File: config.mk
export PLATFORM = sky130hd
export DESIGN_NAME = mmss_timer_ctrl
export DESIGN_NICKNAME = d
export VERILOG_FILES = /design/src/rtl/mmss_timer_ctrl.sv
export SDC_FILE = /design/constraint.sdc
export NUM_CORES = 1
export LEC_CHECK = 0
export CORE_MARGIN = 4
export CORE_UTILIZATION = 30
export DETAILED_ROUTE_END_ITERATION = 8
export HOLD_SLACK_MARGIN = 0.1
export REMOVE_ABC_BUFFERS = 1
export SLEW_MARGIN = 5
export SYNTH_ARGS = -nofsm -noshare
export SYNTH_HDL_FRONTEND = slang
export SYNTH_SLANG_ARGS = --single-unit
File: constraint.sdc
create_clock -name clk -period 3.17 [get_ports clk]
set_input_delay 0.634 -clock clk [delete_from_list [all_inputs] [get_ports clk]]
set_output_delay 0.634 -clock clk [all_outputs]
set_load 0.02 [all_outputs]
File: src/rtl/mmss_timer_ctrl.sv
// MM:SS countdown controller feeding the minute/second fields of the 7-segment driver.
// Optional button debounce filter is compiled in with `define DEBOUNCE_EN.

// Button conditioner: 2-flop synchronizer, optional counter filter, rising-edge pulse.
module mmss_btn_cond
`ifdef DEBOUNCE_EN
#(
    parameter int unsigned DEB_CYCLES = 1_000_000
)
`endif
(
    input  logic clk,
    input  logic rst_n,
    input  logic btn,
    output logic pulse
);

    logic sync1;
    logic sync2;
    logic level;
    logic level_prev;

    always_ff @(posedge clk or negedge rst_n) begin
        if (!rst_n) begin
            sync1 <= 1'b0;
            sync2 <= 1'b0;
        end else begin
            sync1 <= btn;
            sync2 <= sync1;
        end
    end

`ifdef DEBOUNCE_EN
    localparam int CW = (DEB_CYCLES > 1) ? $clog2(DEB_CYCLES + 1) : 1;
    localparam logic [CW-1:0] CNT_LAST = CW'(DEB_CYCLES - 1);

    logic [CW-1:0] cnt;
    logic          filt;

    // Filtered level follows the synchronized input only after a full run of
    // DEB_CYCLES samples that disagree with it; any agreeing sample restarts the run.
    always_ff @(posedge clk or negedge rst_n) begin
        if (!rst_n) begin
            cnt  <= '0;
            filt <= 1'b0;
        end else if (sync2 == filt) begin
            cnt <= '0;
        end else if (cnt == CNT_LAST) begin
            cnt  <= '0;
            filt <= sync2;
        end else begin
            cnt <= cnt + CW'(1);
        end
    end

    assign level = filt;
`else
    assign level = sync2;
`endif

    always_ff @(posedge clk or negedge rst_n) begin
        if (!rst_n) level_prev <= 1'b0;
        else        level_prev <= level;
    end

    assign pulse = level & ~level_prev;

endmodule

module mmss_timer_ctrl #(
    parameter int unsigned TICK_DIV = 100_000_000
`ifdef DEBOUNCE_EN
   ,parameter int unsigned DEB_CYCLES = 1_000_000
`endif
) (
    input  logic       clk,
    input  logic       rst_n,
    input  logic       btn_start,
    input  logic       btn_pause,
    input  logic [6:0] load_min,
    input  logic [6:0] load_sec,
    output logic [6:0] num21,
    output logic [6:0] num22,
    output logic [1:0] state,
    output logic       done,
    output logic       alarm
);

    typedef enum logic [1:0] {
        IDLE  = 2'b00,
        RUN   = 2'b01,
        PAUSE = 2'b10,
        DONE  = 2'b11
    } state_t;

    localparam int PW = (TICK_DIV > 2) ? $clog2(TICK_DIV) : 1;
    localparam logic [PW-1:0] PRE_LAST = PW'(TICK_DIV - 1);

    state_t          cur;
    state_t          nxt;
    logic [6:0]      min_q;
    logic [6:0]      sec_q;
    logic [PW-1:0]   pre;
    logic            done_q;
    logic [6:0]      min_n;
    logic [6:0]      sec_n;
    logic [PW-1:0]   pre_n;
    logic            done_n;
    logic [1:0]      btn_raw;
    logic [1:0]      btn_pulse;
    logic            start_p;
    logic            pause_p;
    logic [6:0]      min_c;
    logic [6:0]      sec_c;
    logic            load_zero;
    logic            tick;
    logic            last_sec;

    assign btn_raw = {btn_pause, btn_start};

    for (genvar i = 0; i < 2; i++) begin : g_btn
`ifdef DEBOUNCE_EN
        mmss_btn_cond #(.DEB_CYCLES(DEB_CYCLES)) u_cond (
`else
        mmss_btn_cond u_cond (
`endif
            .clk   (clk),
            .rst_n (rst_n),
            .btn   (btn_raw[i]),
            .pulse (btn_pulse[i])
        );
    end

    // Start has priority: a pause arriving in the same cycle is dropped.
    assign start_p = btn_pulse[0];
    assign pause_p = btn_pulse[1] & ~start_p;

    assign min_c     = (load_min > 7'd99) ? 7'd99 : load_min;
    assign sec_c     = (load_sec > 7'd59) ? 7'd59 : load_sec;
    assign load_zero = (min_c == 7'd0) && (sec_c == 7'd0);
    assign tick      = (cur == RUN) && (pre == PRE_LAST);
    assign last_sec  = (min_q == 7'd0) && (sec_q == 7'd1);

    always_ff @(posedge clk or negedge rst_n) begin
        if (!rst_n) cur <= IDLE;
        else        cur <= nxt;
    end

    always_comb begin
        nxt = cur;
        unique case (cur)
            IDLE: begin
                if (start_p) nxt = load_zero ? DONE : RUN;
            end
            RUN: begin
                if (start_p)              nxt = load_zero ? DONE : RUN;
                else if (pause_p)         nxt = PAUSE;
                else if (tick && last_sec) nxt = DONE;
            end
            PAUSE: begin
                if (start_p)      nxt = load_zero ? DONE : RUN;
                else if (pause_p) nxt = RUN;
            end
            DONE: begin
                if (start_p) nxt = IDLE;
            end
            default: nxt = IDLE;
        endcase
    end

    // Datapath next values; a reload overrides whatever the current state would do.
    always_comb begin
        min_n  = min_q;
        sec_n  = sec_q;
        pre_n  = pre;
        unique case (cur)
            IDLE: begin
                min_n = min_c;
                sec_n = sec_c;
                pre_n = '0;
            end
            RUN: begin
                if (!start_p && !pause_p) begin
                    pre_n = tick ? '0 : pre + PW'(1);
                    if (tick) begin
                        if (sec_q != 7'd0) begin
                            sec_n = sec_q - 7'd1;
                        end else begin
                            min_n = min_q - 7'd1;
                            sec_n = 7'd59;
                        end
                    end
                end
            end
            PAUSE: begin
                pre_n = pre;
            end
            DONE: begin
                min_n = 7'd0;
                sec_n = 7'd0;
                pre_n = '0;
            end
            default: begin
                min_n = 7'd0;
                sec_n = 7'd0;
                pre_n = '0;
            end
        endcase
        if (start_p && (cur != DONE)) begin
            min_n = min_c;
            sec_n = sec_c;
            pre_n = '0;
        end
        done_n = (nxt == DONE) && (cur != DONE);
    end

    always_ff @(posedge clk or negedge rst_n) begin
        if (!rst_n) begin
            min_q  <= 7'd0;
            sec_q  <= 7'd0;
            pre    <= '0;
            done_q <= 1'b0;
        end else begin
            min_q  <= min_n;
            sec_q  <= sec_n;
            pre    <= pre_n;
            done_q <= done_n;
        end
    end

    always_comb begin
        alarm = (cur == DONE);
        state = cur;
        num21 = min_q;
        num22 = sec_q;
        done  = done_q;
    end

endmodule
**After elaboration in Yosys (flattened, before gate mapping)**

Index checks and enable logic that the tools add are counted.

- Register bits: 50
- Input port bits: 18
- Output and inout port bits: 18
- Word-level logic and storage cells: 77

- $add $sub $neg: 3
- Order comparisons: 2
- Equal/unequal tests: 11
- Mux-type cells: 25
- Bitwise gates (word level): 6
- Reductions and logical operators: 19

Operator list:

| operator | count |
|---|---|
| 27-bit two-way mux | 3 |
| 7-bit two-way mux | 10 |
| 27-bit one-hot mux with 2 select lines | 1 |
| 7-bit one-hot mux with 3 select lines | 2 |
| 27-bit by 1-bit adder with 27-bit output, second input constant | 1 |
| 27-bit equality test, second input constant | 1 |
| 7-bit zero test | 3 |
| 2-bit two-way mux | 8 |
| 7-bit by 1-bit subtractor with 7-bit output, second input constant | 2 |
| 2-bit one-hot mux with 4 select lines | 1 |
| 7-bit by 1-bit equality test with 1-bit output, second input constant | 1 |
| 7-bit by 6-bit greater-than comparator with 1-bit output, second input constant | 1 |
| 7-bit greater-than comparator, second input constant | 1 |
| 1-bit logical AND | 7 |
| 7-bit nonzero test | 1 |
| 2-bit equality test, second input constant | 3 |
| 3-bit by 2-bit inequality test with 1-bit output, second input constant | 2 |
| 2-bit inequality test, second input constant | 2 |
| 4-bit AND reduction | 1 |
| 4-bit nonzero test | 1 |
| 1-bit AND | 3 |
| 3-bit by 1-bit inequality test with 1-bit output, second input constant | 1 |
| 1-bit NOT | 3 |
| 3-bit AND reduction | 1 |
| 5 further kinds | 6 |

**Longest topological paths before layout**

- Depth in word-level cells: 9
- Depth in mapped cells: 10
- Mapped depth without buffers: 8

**Cells and area by module**

From an unflattened synthesis, not the netlist that was laid out.

- Cell total of the unflattened synthesis: 340
- Area, all modules: 3071.7 sq um

Modules (own cells, without submodules):

| module | times used | cells each | area each (sq um) | sequential area each (sq um) |
|---|---|---|---|---|
| mmss_timer_ctrl | 1 | 332 | 2894.0 | 1101.1 |
| mmss_btn_cond | 2 | 4 | 88.8 | 75.1 |

**Least setup slack after synthesis**

OpenSTA, ideal clock, no wires.

- Kind: flip-flop to flip-flop
- Start point: reg cur[1] (netlist: state[1])
- End point: reg sec_q[4] (netlist: num22[4])
- Library setup time: 126 ps
- Data arrival time: 2282 ps
- Required time: 3044 ps
- Path slack: 762 ps
- Stages on the path, launching flop included: 9
- Path buffers: 1
- Period minus slack after synthesis: 2408 ps
- Path through: dfrtp_1 > inv_1 > ha_1 > buf_2 > nor4bb_1 > nand4_1 > or4_1 > nor3b_2 > o32a_1

- Word-level cells in the longest chain between the ends: 4
- Elaborated cells on any way between the ends: 12
- Those cells by class: eq/ne (5); mux (2); reduce/logical (5)

RTL lines:

| item | RTL line | text |
|---|---|---|
| start: declaration | 99 | `state_t cur;` |
| start signal: assignment | 146 | `else cur <= nxt;` |
| 2-bit inequality test / 2-bit by 1-bit equality test with 1-bit output (equally long branches) | 209, 141, 176 |  |
| 1-bit logical AND (on tied branches) | 209, 141 |  |
| 3-bit by 1-bit inequality test with 1-bit output (no source line), or another cell as far along | - |  |
| 3-bit AND reduction (no source line) | - |  |
| end signal: assignment | 225 | `sec_q <= sec_n;` |
| end: declaration | 102 | `logic [6:0] sec_q;` |

Parallel ways exist; a longest one is shown, timed or not.
A chain may end at the register's enable or synchronous reset.

**Worst setup path in the final report**

- Start point: reg cur[0] (netlist: state[0])
- End point: out alarm

- Word-level cells in the longest chain between the ends: 1

RTL lines:

| item | RTL line | text |
|---|---|---|
| 2-bit equality test | 232 | `alarm = (cur == DONE);` |
| end: declaration | 86 | `output logic alarm` |

Every way passes these cells.

==> impl_summary.md <==
Status
The flow ran to the end, and the final reports show no timing, DRC or antenna violations.

Worst setup path
The highest net fanout along the worst path is 11. The critical register-to-register path startpoint is state[1]. STA puts the critical path data arrival time at 1.92 ns. STA classifies the critical path endpoint as an output pin. The logic depth of the worst register-to-register path is 7. The kind of critical path is register to output pin. At the worst endpoint, the required time is 2.54 ns.

The reg-to-reg setup timing slack is 0.64 ns. STA classifies the critical path startpoint as a register. The destination of the worst register-to-register timing path is num22[4].

Logic synthesis
After synthesis, the mean cell area works out to 8.895 µm². The number of flops mapped to enable cells by yosys is 0. Yosys printed 0 warnings.

Summing every instance area after synthesis gives 0.003095 mm². Of all flip-flops after synthesis, the portion carrying an async set or reset was 100.0%. For this run, the register share of the synthesized area comes to 40.42%. The synthesized instance count is 348. The prevailing post-synth register cell is dfrtp_1. In this run, distinct cell masters in the synthesized netlist total 58.

The synthesized design contains 50 register bits.

Power
The share of total power dissipated in combinational logic is 49.7%. The sequential power share is 31.1%. The net switching power figure is 0.001241 W. The clock network is responsible for 19.1% of the overall power.

Power comes to 0.002914 W. The power density over the cells is 782.5 mW/mm². The internal power contribution is 0.001673 W. Across the VDD grid, the largest voltage drop is 0.2932 mV. The switching fraction of total power is 42.58%. The leakage power figure is 1.437 nW.

Drt
The wire length reported by the detailed router is 8146 µm. The number of detailed-routing iterations run before antenna repair is 4. The number of DRC markers in iteration 0 is 113. In the final routed layout, each cell accounts on average for 15.82 µm. The count of nets left with antenna violations after detail routing is 0. The vias after detailed routing is 2782. In the routed layout, each cell is associated on average with a via count of 5.402.

The number of design rule violations left after detail routing is 0.

Die
The total die area is 0.01201 mm². The core region is 0.009910 mm². In this run the vertical extent of the chip is 109.6 µm. The floorplan has 36 rows.

The die span in x is 109.6 µm. The starting density of the core is 31.24%. For this design the top-level I/O count stands at 36.

Timing
The number of setup violations in the final report is 0. In this run the tightest slew margin relative to its limit is 49.93%. The maximum achievable frequency is 0.3920 GHz. The minimum period implied by the final worst setup slack is 2.551 ns. The transition time at the pin with the least slew margin is 0.7460 ns. The worst path uses 80.47% of the clock period.

On the final layout, the worst hold slack is 0.3299 ns. The final worst clock skew is 0.005056 ns. The count of final hold-check violations was 0. The final count of pins violating max slew is 0. Setup repair after global routing left no endpoint under its margin.

Clocking
The clock tree buffer depth is 2. The clock-pin transition on the worst setup and hold timing paths is 0.09 ns. The buffer count from post-CTS setup fixing is 0.

Post-CTS repair changed the size of 0 cells. Clock tree synthesis found a total of 50 sinks. The TritonCTS clock tree is yes. The master cell of the clock root buffer is clkbuf_8. In this run the number of H-tree levels came out at 2. For the worst-skew pair, the clock arrives at the later sink with an insertion delay of 0.30 ns. Counting the buffers created by CTS gives 5. For this design, the CTS-stage hold fixing added 0 buffers.

Finish
Registers take 0.001251 mm². In the final layout, the multi-input gates occupy 0.001739 mm². The final-layout fill cell count is 1033. The number of antenna diodes in the final layout is 0. The share of cells above drive strength 1 is 6.545%.

The count of nets after finishing is 409. The area growth from synthesis to layout is 20.29%.

Placement
The final HPWL from detailed placement is 5918 µm. Buffers placed on the I/O ports in this run total 35. The final weighted congestion in routability-driven placement is 0.8886.

Flow run
The reported max-cap violation count is 0.

Worst hold path
The worst hold path belongs to the class input pin to asynchronous set/reset pin.

Global routing
The number of antenna violations at the first check in global routing is 0. The number of global-route vias before repair is 2648. The first global-routing pass estimated 13590 µm of wire. Entering global routing, the biggest net connects 28 pins.

In the global route stage, overall resource usage came out at 14.00%. The leftover overflow at the end of global routing is 0.
through the flow:
| step | TNS (ns) | area [µm²] | setup WS (ns) | utilization (%) | cells |
|---|---|---|---|---|---|
| floorplan | -8.386 | 3032 | -0.3394 | - | 334 |
| global placement | 0 | 3581 | 0.6308 | 36.14 | 507 |
| detailed placement | 0 | 3581 | 0.5915 | 36.14 | 507 |
| CTS | 0 | 3724 | 0.6040 | 37.58 | 515 |
| global route | 0 | 3724 | 0.3946 | 37.58 | 515 |
| finish | 0 | 3724 | 0.6190 | 37.58 | 515 |
synthesized netlist by cell type, types with 2 or more instances:
cell type / instances / share of area (%)
and4_1: 3 / 0.85
ha_1: 10 / 4.0
or3_1: 5 / 1.0
o21ai_1: 2 / 0.32
inv_1: 11 / 1.3
a41oi_1: 2 / 0.57
nand2_1: 23 / 2.8
nand2b_1: 4 / 0.81
a21boi_0: 2 / 0.48
nor4b_1: 4 / 1.1
nor3_1: 19 / 3.1
nor2b_1: 6 / 1.2
dfrtp_1: 50 / 40
o22ai_1: 5 / 1.0
nor4_2: 4 / 1.6
o221ai_1: 2 / 0.57
a211oi_1: 2 / 0.48
a2bb2oi_1: 2 / 0.57
nor2_1: 46 / 5.6
o21a_1: 2 / 0.48
buf_2: 3 / 0.48
a21oi_1: 22 / 3.6
clkbuf_1: 10 / 1.2
xor2_1: 9 / 2.5
xnor2_1: 16 / 4.5
and2_1: 3 / 0.61
and3_1: 3 / 0.61
nand4_1: 11 / 2.2
o21ai_0: 14 / 2.3
a311oi_1: 2 / 0.57
nor4_1: 6 / 1.2
or4_1: 2 / 0.48
nor4bb_1: 2 / 0.65
nor2_2: 2 / 0.40
nand3_1: 14 / 2.3
nor3b_1: 3 / 0.73
worst max-delay path by stage:
stage                startpoint      end  cells after the start
detailed placement  load_sec[4]     done                      6
CTS                    state[0]    alarm                      2
floorplan              state[1]  pre[10]                      8
finish                 state[0]    alarm                      2
global placement    load_sec[4]     done                      6
global route           state[1]     done                     10
power by group through the flow:
stage	registers, W	logic (W)	clock network (W)
6_report	0.000907	0.00145	0.000558
5_1_grt	0.000929	0.00160	0.000595
4_1_cts	0.000905	0.00145	0.000568
3_5_place_dp	0.000917	0.00144	0
3_3_place_gp	0.000916	0.00143	0
2_1_floorplan	0.00100	0.000821	0
sequential cells by signal (all words and copies together) (netlist names):
| name | cells |
|---|---|
| num22 | 7 |
| g_btn.u_cond.sync1 | 2 |
| done | 1 |
| state | 2 |
| g_btn.u_cond.level | 2 |
| num21 | 7 |
| pre | 27 |
| g_btn.u_cond.level_prev | 2 |
cell usage in the layout, fill, tap and decap left out, drive strengths merged, types with 3 or more instances in the layout:
cell	count
ha	10
nor3	19
nand2	23
nor4b	6
clkbuf	6
inv	11
nor2b	6
o22ai	5
a21oi	22
nand3	15
and2	3
nand2b	4
dfrtp	50
xor2	9
nor3b	4
and3	3
nor4	10
and4	3
o21ai	16
or3	5
nand4	11
clkdlybuf4s50	34
xnor2	16
nor2	48
buf	6
critical path, cell delays in order (launching register included):
cell and delay [ns]:
dfrtp_1 0.48, ha_1 0.45, clkdlybuf4s50_1 0.69
final cells by class:
class	instances	share of cell area (%)
sequential	50	33.60
multi-input combinational	273	46.71
clock inverter	2	1.613
timing repair buffer	40	10.28
tap	133	4.469
clock buffer	6	2.218
inverter	11	1.109
metal layers:
layer	vias up	track usage (%)	part of all wire (%)
met5	-	0	0
met4	0	2.315	0.56
met3	5	2.349	4.9
met2	73	23.37	49
met1	1365	19.36	45
li1	1339	-	-
kinds of logic (layout without fill, tap and decap cells):
family                     after synthesis  count (layout)  synth area share [%]
and+or+nand+nor                        166             166                 29.83
adders and majority gates               10              10                 4.042
AOI/OAI and AO/OA                       71              71                 14.88
buffers and inverters                   25              59                 3.395
xor gates and xnor gates                25              25                 7.074
DFF                                     50              50                 40.42
muxes                                    1               1                0.3638
No activity file was read; power rests on OpenSTA's default activity.
